## config.mk

```make
export PLATFORM = sky130hd
export DESIGN_NAME = cpu_bus_scheduler
export DESIGN_NICKNAME = d
export VERILOG_FILES = /design/src/rtl/cpu_bus_scheduler.sv
export SDC_FILE = /design/constraint.sdc
export NUM_CORES = 1
export LEC_CHECK = 0
export BUFFER_PORTS_ARGS = -buffer_cell sky130_fd_sc_hd__buf_2
export CAP_MARGIN = 25
export CORE_ASPECT_RATIO = 1.1
export CORE_MARGIN = 4
export CORE_UTILIZATION = 52
export CTS_BUF_LIST = sky130_fd_sc_hd__clkbuf_8
export CTS_CLUSTER_DIAMETER = 80
export DETAILED_ROUTE_END_ITERATION = 10
export MAX_ROUTING_LAYER = met4
export PLACE_DENSITY_LB_ADDON = 0.3
export SLEW_MARGIN = 0
export SYNTH_ARGS = -nofsm -noshare
export SYNTH_HDL_FRONTEND = slang
export SYNTH_SLANG_ARGS = --single-unit
```

## constraint.sdc

```tcl
create_clock -name clk -period 3.1 [get_ports clk]
set_clock_uncertainty 0.05 [all_clocks]
set_input_delay 0.465 -clock clk [delete_from_list [all_inputs] [get_ports clk]]
set_output_delay 0.465 -clock clk [all_outputs]
set_load 0.01 [all_outputs]
```

## src/rtl/cpu_bus_scheduler.sv

```systemverilog
`default_nettype none
// ============================================================================
// Module   : cpu_bus_scheduler
// Purpose  : Paces the 6502 against the TIA colour clock: CPU clock enable,
//            WSYNC line-wait stall and external ROM fetch stall.
// Revision : 1.0 - initial release
// ============================================================================
module cpu_bus_scheduler #(
    parameter int         CPU_DIV       = 3,      // colour clocks per CPU cycle, >= 2
    parameter logic [5:0] WSYNC_ADDR    = 6'h02,
    parameter logic [7:0] HCOUNT_RESUME = 8'd0
) (
    input  logic        clk,
    input  logic        reset,
    input  logic [7:0]  hcount,
    input  logic [12:0] cpu_addr,
    input  logic        cpu_we,
    output logic        cpu_ce,
    output logic        stall_cpu,
    output logic        rom_req,
    output logic [11:0] rom_addr,
    input  logic        rom_ack,
    input  logic [7:0]  rom_data,
    output logic [7:0]  rom_di
);

    localparam int                 c_div_w    = $clog2(CPU_DIV);
    localparam logic [c_div_w-1:0] c_div_last = c_div_w'(CPU_DIV - 1);

    typedef enum logic [1:0] {
        ST_RUN   = 2'd0,
        ST_FETCH = 2'd1,
        ST_WSYNC = 2'd2
    } state_t;

    state_t               r_state_q,    w_state_d;
    logic [c_div_w-1:0]   r_div_q,      w_div_d;
    logic                 r_hit_q,      w_hit_d;
    logic                 r_rom_req_q,  w_rom_req_d;
    logic [11:0]          r_rom_addr_q, w_rom_addr_d;
    logic [7:0]           r_rom_di_q,   w_rom_di_d;
    logic                 r_stall_q,    w_stall_d;

    logic w_boundary;
    logic w_rom_rd;
    logic w_wsync;
    logic w_hit_valid;

    assign w_boundary  = (r_div_q == c_div_last);
    assign w_rom_rd    = cpu_addr[12] & ~cpu_we;
    assign w_wsync     = ~cpu_addr[12] & ~cpu_addr[7] & cpu_we & (cpu_addr[5:0] == WSYNC_ADDR);
    assign w_hit_valid = r_hit_q & (r_rom_addr_q == cpu_addr[11:0]);

    // A ROM read is only released once its byte is latched for this address.
    assign cpu_ce = (r_state_q == ST_RUN) & w_boundary & ~(w_rom_rd & ~w_hit_valid);

    always_comb begin
        w_state_d    = r_state_q;
        w_div_d      = w_boundary ? '0 : r_div_q + c_div_w'(1);
        w_hit_d      = r_hit_q;
        w_rom_req_d  = r_rom_req_q;
        w_rom_addr_d = r_rom_addr_q;
        w_rom_di_d   = r_rom_di_q;

        case (r_state_q)
            ST_RUN: begin
                if (w_boundary) begin
                    if (w_rom_rd && !w_hit_valid) begin
                        w_rom_addr_d = cpu_addr[11:0];
                        w_rom_req_d  = 1'b1;
                        w_state_d    = ST_FETCH;
                    end else begin
                        // Any completed access consumes the latched byte.
                        w_hit_d = 1'b0;
                        if (w_wsync) begin
                            w_state_d = ST_WSYNC;
                        end
                    end
                end
            end
            ST_FETCH: begin
                if (rom_ack) begin
                    w_rom_di_d  = rom_data;
                    w_hit_d     = 1'b1;
                    w_rom_req_d = 1'b0;
                    w_state_d   = ST_RUN;
                end
            end
            ST_WSYNC: begin
                if (hcount == HCOUNT_RESUME) begin
                    w_state_d = ST_RUN;
                    w_div_d   = '0;
                end
            end
            default: begin
                w_state_d = ST_RUN;
            end
        endcase

        w_stall_d = (w_state_d != ST_RUN);
    end

    always_ff @(posedge clk) begin
        if (reset) begin
            r_state_q    <= ST_RUN;
            r_div_q      <= '0;
            r_hit_q      <= 1'b0;
            r_rom_req_q  <= 1'b0;
            r_rom_addr_q <= '0;
            r_rom_di_q   <= '0;
            r_stall_q    <= 1'b0;
        end else begin
            r_state_q    <= w_state_d;
            r_div_q      <= w_div_d;
            r_hit_q      <= w_hit_d;
            r_rom_req_q  <= w_rom_req_d;
            r_rom_addr_q <= w_rom_addr_d;
            r_rom_di_q   <= w_rom_di_d;
            r_stall_q    <= w_stall_d;
        end
    end

    assign stall_cpu = r_stall_q;
    assign rom_req   = r_rom_req_q;
    assign rom_addr  = r_rom_addr_q;
    assign rom_di    = r_rom_di_q;

endmodule
`default_nettype wire

```

==> results.yml, run 1 <==
power_and_ir_drop:
  peakVddDrop_mv: 0.353
  p_per_area_mw_per_mm2: 391
  p_int_w: 0.000480
  clock_power_share: 0.319
  power_frac_seq: 0.572
  switching_share: 0.229
  leakage_nw: 0.659
  switchingPower_w: 0.000143
  comb_power_share: 0.110
clock_network:
  cts_resized: 0
  h-tree-depth: 1
  path_clk_slew_ps: 90
  postCtsSetupBuffers: 0
  worstSkewPairLatency_ps: 270
  numCtsBuffers: 3
  clockBufferDepth: 2
  cts-root-buf: "clkbuf_8"
  cts_tree: "built"
  hold_buffers: 0
  clock_sinks: 27
routing:
  drt-vias-per-instance: 5.02
  drc_errors: 0
  drtPass1Iterations: 4
  vias: 1104
  drtIter0Drc: 20
  antenna_left: 0
  avgRoutedWirePerCell_um: 13.0
  routed_wl_mm: 2.87
setup_path:
  worstPathRequired_ps: 2580
  critPathCaptureType: "output port"
  path_class: "reg2out"
  critPathMaxFanout: 3
  start_kind: "flop"
  crit_arrival_ps: 1810
timing:
  worst-slew-pin-transition_ps: 844
  finalCriticalPeriod_ps: 2330
  final.period_utilization: 0.751
  relSlewSlack: 0.437
  finalHoldViolCount: 0
  drv_slew: 0
  fmax_mhz: 430
  setup_viol: 0
  setup_tns_ps: 0
  rsz0062_at_grt: "false"
place:
  routabilityCongestion: 0.807
  port_buffers: 55
  dp_hpwl_mm: 2.23
synth:
  yosysWarningCount: 0
  syn_area_sq_mm: 0.00128
  syn-num-nets: 171
  syn_avg_cell_area_sq_um: 9.28
  ys_seq_elements: 27
  synth.distinct_cells: 24
  synth_cells: 138
  yosysSeqAreaShare: 0.422
global_route:
  antenna_found_initial: 0
  grt_pass1_vias: 1108
  grt_max_degree: 38
  grt_use_total: 0.179
  grt_first_pass_wirelength_mm: 4.59
  overflow: 0
die:
  fp.coreArea_sq_mm: 0.00230
  ios: 56
  die_area_sq_mm: 0.00332
  initial_utilization: 0.558
  die_h_um: 60.1
  die_x_um: 55.3
  rows: 18
run:
  cap_violations: 0
final_layout:
  fin_nets: 224
  postLayoutCoreUtil: 0.693
  drive_gt1_frac: 0.326
  area_growth_syn_to_layout_pct: 24.3
  n_antenna_cell: 0
run_status:
  status: "complete, no violations"
hold_path:
  hold_class: "in2reg"
-- cells in the final DEF (no fill, tap or decap), types with 2 or more instances in the layout --
master and instances:
nand2_1 19, a21oi_1 10, nand2b_1 16, mux2i_1 12
clkbuf_8 3, xnor2_1 12, or2b_1 9, o21a_1 3
buf_2 55, nor4b_1 3, nand4_1 2, dfxtp_1 27
nor2b_1 3, nor2_1 4, nor4_1 3
-- final cells by class --
| class | count | area, sq um |
|---|---|---|
| Clock buffer | 3 | 41.3 |
| Clock inverter | 1 | 7.51 |
| Fill cell | 214 | 704 |
| Multi-Input combinational cell | 104 | 691 |
| Sequential cell | 27 | 541 |
| Tap cell | 30 | 37.5 |
| Timing Repair Buffer | 55 | 275 |
-- metal layers --
layer,track usage,share of wire
met3,0.0281,0.048
met1,0.188,0.41
met4,0.0764,0.010
met5,-,0
met2,0.334,0.53
-- synth_stat cells --
cell | count | share of area
mux2i_1 | 12 | 0.094
or4b_2 | 1 | 0.0078
nand2_1 | 19 | 0.056
nand4_1 | 2 | 0.0098
a32oi_1 | 1 | 0.0068
nor3b_1 | 1 | 0.0059
or2_2 | 1 | 0.0049
dfxtp_1 | 27 | 0.42
nor4b_1 | 3 | 0.021
or2b_1 | 9 | 0.053
nor2b_1 | 3 | 0.015
nor3_1 | 1 | 0.0039
clkbuf_1 | 5 | 0.015
a21oi_1 | 10 | 0.039
nor4_1 | 3 | 0.015
xnor2_1 | 12 | 0.082
nand3_1 | 1 | 0.0039
buf_6 | 1 | 0.0088
or4_4 | 1 | 0.0088
nor2_1 | 4 | 0.012
nand2b_1 | 16 | 0.078
and3b_1 | 1 | 0.0068
buf_12 | 1 | 0.016
o21a_1 | 3 | 0.018
-- sequential cells by signal (all words and copies together), names as in the netlist --
signal	cells
rom_req	1
rom_addr	12
r_state_q	2
stall_cpu	1
r_div_q	2
rom_di	8
r_hit_q	1
-- worst paths after layout --
| kind | cells after the start | startpoint | endpoint | slack [ps] |
|---|---|---|---|---|
| max reg2reg | 3 | r_state_q[1] | rom_addr[7] | 800 |
| min reg2reg | 1 | r_div_q[1] | r_div_q[1] | 400 |
| min | 3 | rom_data[4] | rom_di[4] | 370 |
| max | 5 | rom_addr[11] | cpu_ce | 770 |
-- power by group through the flow --
stage / registers, W / logic (W) / clock network (W)
after floorplan: 0.000365 / 0.0000358 / 0
after global placement: 0.000364 / 0.0000661 / 0
after detailed placement: 0.000364 / 0.0000682 / 0
after CTS: 0.000356 / 0.0000687 / 0.000205
after global routing: 0.000357 / 0.0000754 / 0.000219
final: 0.000356 / 0.0000682 / 0.000198
-- cell families after synthesis --
kind of cell,after synthesis,share of synthesized area
buf+inv,7,0.0391
flops,27,0.422
mux,12,0.0938
compound gates,14,0.0635
simple gates,66,0.300
xor+xnor,12,0.0820
-- metrics by stage --
step | area, sq um | hold slack, ps | std cells | setup WS (ps) | total power [W]
floorplan | 1280 | 357 | 138 | 1140 | 0.000401
global placement | 1540 | 372 | 216 | 829 | 0.000430
detailed placement | 1540 | 386 | 216 | 807 | 0.000432
CTS | 1590 | 372 | 220 | 772 | 0.000630
global route | 1590 | 386 | 220 | 686 | 0.000651
finish | 1590 | 375 | 220 | 772 | 0.000622
-- critical path, cell delays in order, from the launching register on --
cell,delay (ps)
dfxtp_1,340
xnor2_1,210
nand4_1,120
or4_4,530
a21oi_1,180
buf_2,170
Note: power is estimated with default switching activity, not from simulation.
==> run 2, diff against run 1 <==
--- a/config.mk
+++ b/config.mk
@@ -5,11 +5,12 @@
 export SDC_FILE = /design/constraint.sdc
 export NUM_CORES = 1
 export LEC_CHECK = 0
+export ABC_AREA = 1
 export BUFFER_PORTS_ARGS = -buffer_cell sky130_fd_sc_hd__buf_2
 export CAP_MARGIN = 25
 export CORE_ASPECT_RATIO = 1.1
 export CORE_MARGIN = 4
-export CORE_UTILIZATION = 52
+export CORE_UTILIZATION = 44
 export CTS_BUF_LIST = sky130_fd_sc_hd__clkbuf_8
 export CTS_CLUSTER_DIAMETER = 80
 export DETAILED_ROUTE_END_ITERATION = 10
==> constraint.sdc (replaced) <==
create_clock -name clk -period 1.9 [get_ports clk]
set_clock_uncertainty 0.05 [all_clocks]
set_input_delay 0.285 -clock clk [delete_from_list [all_inputs] [get_ports clk]]
set_output_delay 0.285 -clock clk [all_outputs]
set_load 0.01 [all_outputs]
==> run 2 against run 1 <==
Register-to-register slack worse by 420 ps; synthesized cell count grew 54%; power rose by 68%; sequential share of layout area is 1.7 points lower; routed wire length grew 2.1%; via count is 24% higher; critical path type unchanged; largest cell class unchanged; largest power group unchanged.
==> results.yml, run 2 <==
run_status:
  status: "complete, no violations"
synth:
  synthTopCellsByCount: "76 x nand2_1, 36 x nor2_1, 31 x inv_1"
  ys_seq_elements: 27
  yosys.area.top_type_share: 0.407
  yosysTopAreaCell: "dfxtp_1"
  yosysSeqAreaShare: 0.407
  syn_avg_cell_area_sq_um: 6.27
  yosysWarningCount: 0
  synth_cells: 212
  syn_area_sq_mm: 0.00133
  synth_enable_flop_cells: 0
  yosysMostFrequentCell: "nand2_1"
  synth.distinct_cells: 19
  netlist_top_cells_area: "dfxtp_1 41%, nand2_1 21%, nor2_1 10%"
  syn-num-nets: 245
  async_reset_ff_frac: 0
  yosys_most_used_dff: "dfxtp_1"
global_route:
  grt_use_total: 0.157
  grt_first_pass_wirelength_mm: 4.90
  grt_pass1_vias: 1218
  antenna_found_initial: 0
  overflow: 0
  grt_max_degree: 26
hold_path:
  hold_end: "rom_addr[8]"
  hold_class: "in2reg"
  min_path_cells: 3
  worstHoldStart: "cpu_addr[8]"
setup_path:
  crit_arrival_ps: 1430
  critPathCaptureType: "output port"
  crit_top_cell: "nand2_2"
  reg2reg_slack_ps: 380
  cpLargestDelayFamily: "simple AND/OR/NAND/NOR gates"
  regToRegStartpoint: "rom_addr[3]"
  cp-startpoint: "rom_addr[3]"
  path_class: "reg2out"
  worstPathCellList: "buf_4, nand2_1, nand4_1, nor2_2, nand2_2, nand2_2, nand2_2, inv_2, buf_6"
  critPathMaxFanout: 3
  r2r_end: "stall_cpu"
  worstPathRequired_ps: 1560
  ff2ff_path_depth: 9
  max_stage_delay_ps: 330
  crit_buf_inv: 3
  start_kind: "flop"
  cp_slowest_cell: "dfxtp_2"
routing:
  avgRoutedWirePerCell_um: 9.73
  drc_errors: 0
  drtPass1Iterations: 4
  drtIter0Drc: 48
  antenna_left: 0
  routed_wl_mm: 2.93
  vias: 1373
  drt-vias-per-instance: 4.56
die:
  die_area_sq_mm: 0.00396
  rows: 20
  ios: 56
  die_x_um: 60.4
  initial_utilization: 0.470
  die_h_um: 65.6
  fp.coreArea_sq_mm: 0.00283
timing:
  final.period_utilization: 0.929
  finalHoldViolCount: 0
  rsz0062_at_grt: "true"
  drv_slew: 0
  setup_tns_ps: 0
  worst-slew-pin-transition_ps: 435
  fmax_mhz: 567
  finalCriticalPeriod_ps: 1760
  setup_viol: 0
  relSlewSlack: 0.709
  finalWorstSetupSlack_ps: 135
place:
  port_buffers: 55
  routabilityCongestion: 0.818
  pre_cts_slack_ps: 331
  dp_hpwl_mm: 2.26
  placed_area_sq_mm: 0.00161
  place_inst: 295
final_layout:
  design_area_sq_mm: 0.00171
  postLayoutCoreUtil: 0.604
  final_cells: 301
  fin_nets: 302
  drive_gt1_frac: 0.328
  mostFrequentLayoutCell: "nand2_1"
  area_growth_syn_to_layout_pct: 28.6
  final_cell_mix: "72 x nand2_1, 54 x buf_2, 33 x nor2_1"
  largest_register_ffs: 12
  n_antenna_cell: 0
power_and_ir_drop:
  peakVddDrop_mv: 0.414
  p_per_area_mw_per_mm2: 611
  leakage_nw: 0.958
clock_network:
  worstSkewPairLatency_ps: 270
  path_clk_slew_ps: 100
  clockBufferDepth: 2
  hold_buffers: 0
  h-tree-depth: 1
  clock_sinks: 27
  cts-root-buf: "clkbuf_8"
  cts_tree: "built"
  numCtsBuffers: 3
run:
  cap_violations: 0
==> run 2: cell types whose count changed after synthesis, moves of 10 or more <==
cell      previous run  this run
inv_1                0        31
mux2i_1             12         0
nand2_1             19        76
nand2b_1            16         0
nand3_1              1        11
nor2_1               4        36
xnor2_1             12         0
==> run 2: logic make-up (layout without fill, tap and decap cells) <==
group	Yosys count	in the layout	share of synthesized area
compound gates	14	14	0.0556
buf+inv	37	93	0.116
flops	27	27	0.407
simple gates	134	134	0.422
==> run 2: layout make-up <==
| class | count | area [sq um] |
|---|---|---|
| fillers | 294 | 1120 |
| multi-input cells | 148 | 652 |
| flip-flops and latches | 27 | 551 |
| repair buffers | 57 | 297 |
| inverters | 32 | 120 |
| clock buffers | 3 | 41.3 |
| well taps | 33 | 41.3 |
| clock inverters | 1 | 7.51 |
==> run 2: repair_timing <==
item | 4_1_cts | 5_1_grt
endpoints found under the setup margin | 0 | 1
setup buffers | 0 | 2
resized for setup | 0 | 20
==> run 2: how the worst max path moves through the flow <==
stage	endpoint	slack, ps	cells past startpoint
floorplan	cpu_ce	500	10
global placement	cpu_ce	360	11
detailed placement	stall_cpu	330	12
finish	cpu_ce	140	9
global route	cpu_ce	-10	11
CTS	cpu_ce	70	11
==> run 2: power by group <==
group	switching (W)	leakage (nW)	internal, W
clock	0.000182	0.0217	0.000149
sequential	0.00000666	0.222	0.000578
combinational	0.0000743	0.714	0.0000556
==> run 2: per-layer routing <==
metal	wire length, um	up-vias	GRT usage
li1	-	751	-
met1	1370	587	0.193
met2	1370	33	0.269
met3	178	2	0.0236
met4	10	0	0.0332
met5	0	-	-
==> run 2: worst reg2reg max path, delay by kind of cell, from the launching register on <==
family | cells | cell delay (ps)
AO/OA/AOI/OAI | 1 | 140
buffers and inverters | 1 | 120
flip-flops | 1 | 330
AND/OR/NAND/NOR | 7 | 790
==> run 2: through the flow <==
step                      hold WS, ps  power [W]
after floorplan                   343   0.000664
after global placement            349   0.000719
after detailed placement          360   0.000721
after CTS                         209    0.00105
after global routing              214    0.00110
final                             211    0.00104
